<file path="src/rtl/oh_iddr_rxctrl.sv">
// Purpose: trains an IDDR lane on a two-beat pattern, picks the rise/fall pairing, emits aligned 2*DW words.
// Latency: candidate formed in cycle n is on dout after edge n+1; one word per cycle once locked.
// Backpressure: single-entry output register; a word arriving while full and not ready is dropped and sets sticky overflow.
// Optional feature: OH_IDDR_RXCTRL_TIMEOUT_EN adds a training timeout counter and an ERROR state.
module oh_iddr_rxctrl #(
    parameter int            DW      = 8,
    parameter logic [DW-1:0] TRAIN_A = DW'(8'hA5),
    parameter logic [DW-1:0] TRAIN_B = DW'(8'h5A),
    parameter int            LOCKCNT = 16,
    parameter int            TIMEOUT = 1024
) (
    input  logic            clk,
    input  logic            nreset,
    input  logic            enable,
    input  logic            retrain,
    input  logic [DW-1:0]   q1,
    input  logic [DW-1:0]   q2,
    output logic            iddr_ce,
    output logic [2*DW-1:0] dout,
    output logic            dout_valid,
    input  logic            dout_ready,
    output logic            locked,
    output logic            swap,
    output logic            overflow,
    output logic            error
);

`ifdef OH_IDDR_RXCTRL_TIMEOUT_EN
    typedef enum logic [1:0] {IDLE, TRAIN, LOCKED, ERROR} state_t;
`else
    typedef enum logic [1:0] {IDLE, TRAIN, LOCKED} state_t;
`endif

    localparam logic [7:0]        LOCK_V  = 8'(LOCKCNT);
    localparam logic [2*DW-1:0]   PATTERN = {TRAIN_B, TRAIN_A};

    state_t          state, state_nxt;
    logic            swap_nxt;
    logic [DW-1:0]   q2_prev;
    logic [2*DW-1:0] w0, w1, word;
    logic [7:0]      cnt0, cnt1, cnt0_nxt, cnt1_nxt;
    logic            hit0, hit1, cnt_clr, word_vld;

    assign w0       = {q2, q1};
    assign w1       = {q1, q2_prev};
    assign word     = swap ? w1 : w0;
    assign iddr_ce  = (state == TRAIN) || (state == LOCKED);
    assign locked   = (state == LOCKED);
    assign word_vld = (state == LOCKED) && enable && !retrain;
    assign cnt_clr  = (state != TRAIN) || retrain || !enable;

    always_comb begin
        cnt0_nxt = (w0 == PATTERN) ? cnt0 + 8'd1 : 8'd0;
        cnt1_nxt = (w1 == PATTERN) ? cnt1 + 8'd1 : 8'd0;
        hit0     = (cnt0_nxt == LOCK_V);
        hit1     = (cnt1_nxt == LOCK_V);
    end

`ifdef OH_IDDR_RXCTRL_TIMEOUT_EN
    logic [15:0] tmo;
    logic        tmo_hit;
    assign tmo_hit = ((tmo + 16'd1) == 16'(TIMEOUT));
    assign error   = (state == ERROR);

    always_ff @(posedge clk or negedge nreset) begin
        if (!nreset)      tmo <= '0;
        else if (cnt_clr) tmo <= '0;
        else              tmo <= tmo + 16'd1;
    end
`else
    assign error = 1'b0;
`endif

    always_comb begin
        state_nxt = state;
        swap_nxt  = swap;
        if (!enable) begin
            state_nxt = IDLE;
        end else if (retrain) begin
            state_nxt = TRAIN;
        end else begin
            case (state)
                IDLE:   state_nxt = TRAIN;
                // Aligned pairing wins a simultaneous lock.
                TRAIN: begin
                    if (hit0) begin
                        state_nxt = LOCKED;
                        swap_nxt  = 1'b0;
                    end else if (hit1) begin
                        state_nxt = LOCKED;
                        swap_nxt  = 1'b1;
                    end
`ifdef OH_IDDR_RXCTRL_TIMEOUT_EN
                    else if (tmo_hit) begin
                        state_nxt = ERROR;
                    end
`endif
                end
                LOCKED: state_nxt = LOCKED;
`ifdef OH_IDDR_RXCTRL_TIMEOUT_EN
                ERROR:  state_nxt = ERROR;
`endif
                default: state_nxt = IDLE;
            endcase
        end
    end

    always_ff @(posedge clk or negedge nreset) begin
        if (!nreset) begin
            state <= IDLE;
            swap  <= 1'b0;
            cnt0  <= '0;
            cnt1  <= '0;
        end else begin
            state <= state_nxt;
            swap  <= swap_nxt;
            cnt0  <= cnt_clr ? 8'd0 : cnt0_nxt;
            cnt1  <= cnt_clr ? 8'd0 : cnt1_nxt;
        end
    end

    // Swapped candidate must not see stale data from before training started.
    always_ff @(posedge clk or negedge nreset) begin
        if (!nreset)
            q2_prev <= '0;
        else if (state_nxt == TRAIN && (state != TRAIN || retrain))
            q2_prev <= '0;
        else if (iddr_ce)
            q2_prev <= q2;
    end

    always_ff @(posedge clk or negedge nreset) begin
        if (!nreset) begin
            dout       <= '0;
            dout_valid <= 1'b0;
            overflow   <= 1'b0;
        end else if (!enable || retrain) begin
            dout_valid <= 1'b0;
        end else if (word_vld) begin
            if (!dout_valid || dout_ready) begin
                dout       <= word;
                dout_valid <= 1'b1;
            end else begin
                overflow   <= 1'b1;
            end
        end else if (dout_ready) begin
            dout_valid <= 1'b0;
        end
    end

endmodule

</file>
<file path="config.mk">
export PLATFORM = sky130hd
export DESIGN_NAME = oh_iddr_rxctrl
export DESIGN_NICKNAME = d
export VERILOG_FILES = /design/src/rtl/oh_iddr_rxctrl.sv
export SDC_FILE = /design/constraint.sdc
export NUM_CORES = 1
export LEC_CHECK = 0
export ABC_AREA = 0
export CAP_MARGIN = 20
export CORE_MARGIN = 5
export CORE_UTILIZATION = 25
export DETAILED_ROUTE_END_ITERATION = 8
export HOLD_SLACK_MARGIN = 0.15
export SLEW_MARGIN = 20
export SYNTH_ARGS = -nofsm -noshare
export SYNTH_HDL_FRONTEND = slang
export SYNTH_SLANG_ARGS = --single-unit
</file>
<file path="constraint.sdc">
create_clock -name clk -period 2.9 [get_ports clk]
set_clock_uncertainty 0.05 [all_clocks]
set_input_delay 0.58 -clock clk [delete_from_list [all_inputs] [get_ports clk]]
set_output_delay 0.58 -clock clk [all_outputs]
set_load 0.1 [all_outputs]
</file>
### Word-level counts from Yosys, hierarchy flattened

Cells that the tools add are included.
W data, S select, Z words.

| word-level totals | value |
|---|---|
| register bits | 45 |
| bits of input ports | 21 |
| output and inout port bits | 22 |
| word-level logic and storage cells | 59 |

| operators by class | value |
|---|---|
| $add $sub $neg | 2 |
| equality and inequality tests | 9 |
| muxes and demuxes | 18 |
| bitwise gates (word level) | 3 |
| reduce and logical (&&, ||, !) cells | 19 |

Operators with widths:

| operator | number |
|---|---|
| $mux W8 | 6 |
| $eq A16 B15 Y1 const B | 2 |
| $add A8 B1 Y8 const B | 2 |
| $eq A8 B5 Y1 const B | 2 |
| $mux W16 | 1 |
| $mux W2 | 4 |
| $mux W1 | 6 |
| $pmux W2 S3 | 1 |
| $reduce_and A3 Y1 | 2 |
| $logic_or A1 B1 Y1 | 5 |
| $eq A2 B1 Y1 const B | 2 |
| $reduce_and A4 Y1 | 1 |
| $reduce_bool A2 Y1 | 2 |
| $logic_and A1 B1 Y1 | 3 |
| $logic_not A1 Y1 | 3 |
| $ne A3 B1 Y1 const B | 1 |
| $not A1 Y1 | 3 |
| $reduce_bool A3 Y1 | 1 |
| $eq A2 B2 Y1 const B | 1 |
| $logic_not A2 Y1 | 1 |
| $ne A2 B1 Y1 const B | 1 |
| $reduce_and A2 Y1 | 1 |

### Longest topological paths before layout

Gate-level depths: netlist (run 1).

| depth | value |
|---|---|
| depth after elaboration | 11 |
| gate-level depth with buffers | 7 |
| gate-level depth less buffers | 6 |

### Least setup slack after synthesis (run 1)

No wires, ideal clock.

| timing path | value |
|---|---|
| path kind | reg2reg |
| from | register state[1] |
| to | register q2_prev[7] |
| library setup time | 125 ps |
| arrival | 2495 ps |
| required time | 2725 ps |
| setup slack | 229 ps |
| stages on the path, launching flop included | 8 |
| path buffers | 2 |
| clock period less this slack | 2671 ps |
| cell sequence | dfrtp_1 clkbuf_1 inv_1 ha_1 buf_1 mux2i_1 nor3b_1 o21bai_1 |

| between the ends | value |
|---|---|
| elaborated cells between the ends (all ways) | 15 |
| those cells by class | eq/ne: 4; mux: 6; reduce/logical: 5 |

RTL lines:

| what | RTL line | text |
|---|---|---|
| from (decl) | 37 | `state_t state, state_nxt;` |
| from (signal assigned) | 115 | `state <= state_nxt;` |
| $eq A2 B1 Y1 or $eq A2 B2 Y1 (tied branches) | 47 | `assign iddr_ce = (state == TRAIN) \|\| (state == LOCKED);` |
| $logic_or A1 B1 Y1 (*) | 47 |  |
| via iddr_ce | 18 | `output logic iddr_ce,` |
| $reduce_bool A2 Y1 (no line) (*) | n/a |  |
| to (signal assigned) | 129 | `q2_prev <= q2;` |
| to (decl) | 39 | `logic [DW-1:0] q2_prev;` |

Mark *: on every way through the listed nets, which the timed path passes. The rest lies on a longest branch.
A chain may end at the register's enable or synchronous reset.

### Worst setup path after layout (run 1)

| timing path | value |
|---|---|
| from | input port q1[7] |
| to | register state[0] |

| between the ends | value |
|---|---|
| cells in the longest elaborated chain, start to end | 8 |
| elaborated cells between the ends (all ways) | 11 |
| those cells by class | eq/ne: 4; mux: 7 |

Ends and longest elaborated chain:

| what | RTL line | text |
|---|---|---|
| from (decl) | 16 | `input logic [DW-1:0] q1,` |
| $eq A16 B15 Y1 | 54 | `cnt1_nxt = (w1 == PATTERN) ? cnt1 + 8'd1 : 8'd0;` |
| $mux W8 | 54 |  |
| $eq A8 B5 Y1 | 56 | `hit1 = (cnt1_nxt == LOCK_V);` |
| $mux W2 | 89 | `end else if (hit1) begin` |
| $mux W2 (*) | 86 | `if (hit0) begin` |
| $pmux W2 S3 (*) | 82 | `case (state)` |
| $mux W2 (*) | 79 | `end else if (retrain) begin` |
| $mux W2 (*) | 77 | `if (!enable) begin` |
| via state_nxt[0] | 37 |  |

Marks and branches as above.

==> results of run 1 <==
worst max path at each step:
stage | start | endpoint | slack [ns] | cells after the start
4_1_cts | q1[7] | state[0]$_DFF_PN0_ | 0.32 | 7
5_1_grt | q1[3] | state[0]$_DFF_PN0_ | 0.24 | 6
2_1_floorplan | state[1]$_DFF_PN0_ | q2_prev[7]$_DFFE_PN0P_ | 0.23 | 7
6_report | q1[7] | state[0]$_DFF_PN0_ | 0.34 | 7
3_5_place_dp | q1[7] | state[0]$_DFF_PN0_ | 0.01 | 7
3_3_place_gp | q1[7] | state[0]$_DFF_PN0_ | 0.006 | 7
cell families (layout without fill, tap and decap cells):
family                     count (synthesis)  after routing  synth area share (%)
other                                      1              1                 0.156
xor gates and xnor gates                  10             10                  3.65
DFF                                       45             45                  46.9
buffers and inverters                     14             65                  2.35
AOI/OAI and AO/OA                         45             45                  13.1
adders and majority gates                  6              6                  3.13
and+or+nand+nor                           89             89                  20.7
muxes                                     24             24                  10.0
power by group:
| group | internal [mW] | leakage (nW) | switching (mW) |
|---|---|---|---|
| registers | 0.646 | 0.617 | 0.0185 |
| clock network | 0.215 | 0.0542 | 0.204 |
| logic | 0.0793 | 0.627 | 0.0944 |
flip-flops by register name, indices dropped and copies added, names as in the netlist:
register / flops
cnt0: 8
cnt1: 8
dout: 16
dout_valid: 1
overflow: 1
q2_prev: 8
state: 2
swap: 1
through the flow:
| step | setup WS [ns] | instance area, um^2 |
|---|---|---|
| final | 0.342 | 3080 |
| after global routing | 0.244 | 3080 |
| after CTS | 0.323 | 3080 |
| after detailed placement | 0.0107 | 2980 |
| after global placement | 0.00595 | 2980 |
| after floorplan | 0.229 | 2400 |
metal layers:
metal / routed length, um / part of all wire (%)
met4: 72 / 1.3
met2: 2510 / 44
met3: 221 / 3.9
met1: 2860 / 50
met5: 0 / 0
layout make-up:
cell class	count	area [um^2]
well taps	129	161
clock buffers	7	96.3
multi-input cells	175	1220
repair buffers	52	448
fillers	985	6210
clock inverters	1	5.00
inverters	5	18.8
flip-flops and latches	45	1130
synthesized netlist by cell type (all sizes together), types with 2 or more instances:
cell / number / area (um^2)
o41ai: 2 / 17.5
nor2: 33 / 124
clkbuf: 6 / 22.5
buf: 3 / 15.0
a21oi: 18 / 90.1
nand3: 8 / 52.6
nor3b: 2 / 15.0
nor4bb: 4 / 40.0
nand4b: 2 / 17.5
a31o: 2 / 17.5
nor3: 2 / 10.0
xor2: 4 / 35.0
inv: 5 / 18.8
nor4: 2 / 12.5
ha: 6 / 75.1
xnor2: 6 / 52.6
mux2i: 24 / 240
nand3b: 3 / 22.5
o21a: 4 / 30.0
o2bb2ai: 7 / 61.3
o21ai: 3 / 15.0
nor2b: 11 / 68.8
nand2: 11 / 41.3
dfrtp: 45 / 1130
==> results.json, run 1 <==
{
  "fin_crit_ns": 2.56,
  "rsz0062_at_grt": "false",
  "critical_path.cell_chain": "clkdlybuf4s50_1 -> or4bb_1 -> nor4_1 -> buf_4 -> o2111a_1 -> a2bb2oi_1 -> a221o_1",
  "cts_sinks": 45,
  "rows": 35,
  "drtIter0Drc": 43,
  "worst_path_max_delay_cell": "clkdlybuf4s50_1",
  "grt_pass1_vias": 1923,
  "busiest_layer": "met2",
  "drc": 0,
  "tritoncts": "built",
  "synthArstFlopShare_pct": 100,
  "r2r-end": "state[0]$_DFF_PN0_",
  "gp_congestion": 0.788,
  "fmax_mhz": 391,
  "die_h_um": 108,
  "met3_usage_pct": 2.27,
  "max-slew-margin-rel_pct": 61.2,
  "setup_violations": 0,
  "avgRoutedWirePerCell_um": 13.7,
  "grt_use_met2_pct": 15.8,
  "finalNonFillerCells": 414,
  "most-common-layout-cells": "dfrtp_1, nor2_1, buf_4, mux2i_1, clkdlybuf4s50_1",
  "vias": 1902,
  "synth_edf_count": 0,
  "clk_path_buf_depth": 2,
  "hold_ws_ns": 0.226,
  "leakage_nw": 1.30,
  "ys_seq_area_share_pct": 46.9,
  "criticalPathCategory": "in2reg",
  "start_util_pct": 25.9,
  "met1_usage_pct": 14.7,
  "die_area_um2": 11700,
  "syn_avg_cell_area_um2": 10.3,
  "cts_root_buf": "clkbuf_8",
  "ctsResizeCount": 0,
  "end_kind": "register",
  "worst_r2r_path_depth": 6,
  "numCtsBuffers": 5,
  "drive_gt1_share_pct": 16.5,
  "critPathMaxFanout": 4,
  "core_area_um2": 9280,
  "hpwlAfterDp_mm": 4.39,
  "vias_per_cell": 4.59,
  "dr.pass1.iters": 4,
  "hold_path_class": "in2async",
  "maxSlewViolCount": 0,
  "postCtsHoldBufs": 0,
  "cp.arrival_ns": 2.70,
  "worstReg2RegStart": "cnt0[0]$_DFF_PN0_",
  "place_inst": 406,
  "wl_mm": 5.66,
  "top_level_ports": 43,
  "p_per_area_nw_per_um2": 409,
  "crit_path_max_incr_delay_ns": 0.51,
  "total_power_mw": 1.26,
  "critPathTopFamily": "simple AND/OR/NAND/NOR gates",
  "crit_buf_inv": 2,
  "nets": 311,
  "synth_cell_types": 48,
  "post_cts_buffers": 0,
  "gr-total-overflow": 0,
  "grt_max_degree": 33,
  "syn_inst": 234,
  "io_buffers": 41,
  "postRouteAntennaNets": 0,
  "worstPathRequired_ns": 3.04,
  "cp-start-kind": "input port",
  "synthFlopType": "dfrtp_1",
  "layout_commonest_cell": "dfrtp_1",
  "r2r_slack_ns": 0.63,
  "finalHoldViolations": 0,
  "peakVddDrop_mv": 0.156,
  "tightestPinTransition_ns": 0.581,
  "finalCritPeriodShare_pct": 88.2,
  "clk_pin_slew_ns": 0.08,
  "synth_nets": 261,
  "grt_pass1_wl_mm": 9.73,
  "clock_latency_ns": 0.29,
  "synth_warnings": 0,
  "setup_tns_ns": 0,
  "fin_util_pct": 33.1,
  "synthesis.area_um2": 2400,
  "htreeDepth": 2,
  "syn2layout_area_growth_pct": 28.1,
  "insertedDiodeCount": 0,
  "drv_cap": 0,
  "ys_ff_latch": 45,
  "outcome": "complete, no violations",
  "antenna_found_initial": 0,
  "die_width_um": 108,
  "grtUsageTotal_pct": 10.4
}
Power figures use the tool's default switching activity.
==> run 2: changes to the inputs <==
--- a/config.mk
+++ b/config.mk
@@ -5,7 +5,7 @@
 export SDC_FILE = /design/constraint.sdc
 export NUM_CORES = 1
 export LEC_CHECK = 0
-export ABC_AREA = 0
+export ABC_AREA = 1
 export CAP_MARGIN = 20
 export CORE_MARGIN = 5
 export CORE_UTILIZATION = 25
@@ -15,3 +15,4 @@
 export SYNTH_ARGS = -nofsm -noshare
 export SYNTH_HDL_FRONTEND = slang
 export SYNTH_SLANG_ARGS = --single-unit
+export TNS_END_PERCENT = 1
==> results.json, run 2 <==
{
  "core_area_um2": 9860,
  "vias_per_cell": 4.28,
  "worstPathRequired_ns": 2.27,
  "synth_cell_types": 30,
  "die_area_um2": 12300,
  "wl_mm": 5.99,
  "top_level_ports": 43,
  "cts_sinks": 45,
  "critPathMaxFanout": 15,
  "peakVddDrop_mv": 0.210,
  "post_cts_buffers": 0,
  "clk_path_buf_depth": 2,
  "syn_inst": 339,
  "rows": 36,
  "worst_path_max_delay_cell": "ha_1",
  "r2r-end": "q2_prev[3]$_DFFE_PN0P_",
  "die_width_um": 111,
  "gr-total-overflow": 0,
  "grt_pass1_vias": 2169,
  "most-common-layout-cells": "nand2_1, nor2_1, inv_1, dfrtp_1, buf_4",
  "cts_root_buf": "clkbuf_8",
  "largest_register_ffs": 16,
  "insertedDiodeCount": 0,
  "whs_endpoint": "overflow$_DFFE_PN0P_",
  "worst_r2r_path_depth": 12,
  "crit_path_max_incr_delay_ns": 0.67,
  "htreeDepth": 2,
  "grtUsageTotal_pct": 10.3,
  "die_h_um": 111,
  "synth_edf_count": 0,
  "r2r_slack_ns": 0.92,
  "hpwlAfterDp_mm": 4.65,
  "leakage_nw": 1.56,
  "criticalPathCategory": "reg2out",
  "yosys.area.top_type_share_pct": 44.1,
  "synthFlopType": "dfrtp_1",
  "synthesis.area_um2": 2550,
  "ys_ff_latch": 45,
  "nets": 407,
  "drv_cap": 0,
  "p_per_area_nw_per_um2": 458,
  "ys_seq_area_share_pct": 44.1,
  "critical_path.cell_chain": "inv_1 -> ha_1 -> buf_12",
  "layout_commonest_cell": "nand2_1",
  "fill_cells": 1032,
  "clk_pin_slew_ns": 0.09,
  "tightestPinTransition_ns": 0.592,
  "holdPathStages": 2,
  "setup_tns_ns": 0,
  "critPathTopFamily": "adder cells",
  "yosysMostFrequentCell": "nand2_1",
  "maxSlewViolCount": 0,
  "antenna_found_initial": 0,
  "grt_pass1_wl_mm": 10.5,
  "gp_congestion": 0.837,
  "synth_warnings": 0,
  "fin_crit_ns": 2.38,
  "finalCritPeriodShare_pct": 82.1,
  "start_util_pct": 25.9,
  "end_kind": "primary output",
  "postRouteAntennaNets": 0,
  "finalHoldViolations": 0,
  "crit_path_start": "state[0]$_DFF_PN0_",
  "fin_util_pct": 32.4,
  "io_buffers": 41,
  "vias": 2202,
  "dr.pass1.iters": 4,
  "synthArstFlopShare_pct": 100,
  "syn_avg_cell_area_um2": 7.53,
  "syn2layout_area_growth_pct": 25.4,
  "rsz0062_at_grt": "false",
  "drtIter0Drc": 135,
  "top_register": "dout",
  "tritoncts": "built",
  "grt_max_degree": 33,
  "avgRoutedWirePerCell_um": 11.6,
  "fmax_mhz": 420,
  "drive_gt1_share_pct": 16.5,
  "max-slew-margin-rel_pct": 60.5,
  "yosys.area.top_type": "dfrtp_1",
  "setup_violations": 0,
  "cp.arrival_ns": 1.75,
  "synth_common_cells": "nand2_1, nor2_1, inv_1",
  "drc": 0,
  "outcome": "complete, no violations",
  "hold_path_class": "reg2reg",
  "synth_nets": 366,
  "worstHoldStart": "overflow$_DFFE_PN0P_",
  "ctsResizeCount": 0,
  "crit_buf_inv": 2,
  "postCtsHoldBufs": 1,
  "cp-start-kind": "register",
  "worstReg2RegStart": "cnt0[0]$_DFF_PN0_",
  "numCtsBuffers": 5,
  "clock_latency_ns": 0.31,
  "yosys-top-cells-area": "dfrtp_1, nand2_1, nor2_1"
}
==> run 2: cell count changes after synthesis, moves of 7 or more <==
cell,delta
a21oi_1,-11
a31oi_1,+16
inv_1,+42
mux2i_1,-22
nand2_1,+79
nor2_1,+16
nor2_2,+13
nor2b_1,-11
o2bb2ai_1,-7
==> run 2: how the worst max path moves through the flow <==
stage,to,cells past startpoint,slack (ns)
5_1_grt,iddr_ce,3,0.38
6_report,iddr_ce,3,0.52
4_1_cts,iddr_ce,3,0.49
3_3_place_gp,q2_prev[0]$_DFFE_PN0P_,14,0.27
2_1_floorplan,dout[0]$_DFFE_PN0P_,7,0.58
3_5_place_dp,q2_prev[6]$_DFFE_PN0P_,14,0.25
==> run 2: metal layers <==
metal,vias up,routed length (um),GRT usage [%]
li1,1133,-,-
met1,1013,2900,13.8
met2,49,2700,16.3
met3,7,301,2.57
met4,0,86,3.16
met5,-,0,0
==> run 2: stage by stage <==
step / worst slack (ns) / total power [mW] / std cells / hold slack [ns] / area, um^2
after global placement: 0.275 / 0.896 / 505 / 0.425 / 3050
after global routing: 0.383 / 1.54 / 514 / 0.501 / 3200
after floorplan: 0.579 / 0.814 / 339 / 0.234 / 2550
after CTS: 0.489 / 1.49 / 514 / 0.444 / 3200
final: 0.520 / 1.47 / 514 / 0.438 / 3200
after detailed placement: 0.248 / 0.898 / 505 / 0.419 / 3050
==> run 2: kinds of logic after synthesis <==
kind of cell / synth area share [%]
multiplexers: 0.785
other: 0.147
AO/OA/AOI/OAI: 8.53
AND/OR/NAND/NOR: 33.5
flip-flops: 44.1
buffers and inverters: 9.61
adder cells (fa/ha/maj): 2.94
XOR/XNOR: 0.343
==> run 2: report_power, final <==
part	internal (mW)	switching (mW)	leakage, nW
Combinational	0.0702	0.149	0.883
Sequential	0.648	0.0170	0.604
Clock	0.347	0.234	0.0687
Total	1.06	0.400	1.56
==> run 2: final cells by class <==
cell class	count	area (um^2)	area share, %
tap	133	166	5.20
clock buffer	5	68.8	2.15
timing repair buffer	45	398	12.4
multi-input combinational	232	1180	36.9
sequential	45	1130	35.2
clock inverter	3	68.8	2.15
inverter	51	191	5.98
==> run 2: worst reg2reg max path, cell delays in order, from the launching register on <==
cell,delay (ns)
dfrtp_1,0.42
ha_1,0.21
nand4_1,0.17
o21bai_1,0.20
o211ai_2,0.13
nand3_2,0.12
nand2_1,0.06
nand2_1,0.05
nand2_1,0.05
nand2_2,0.09
nand2_4,0.07
nor2_8,0.21
nor2_2,0.05
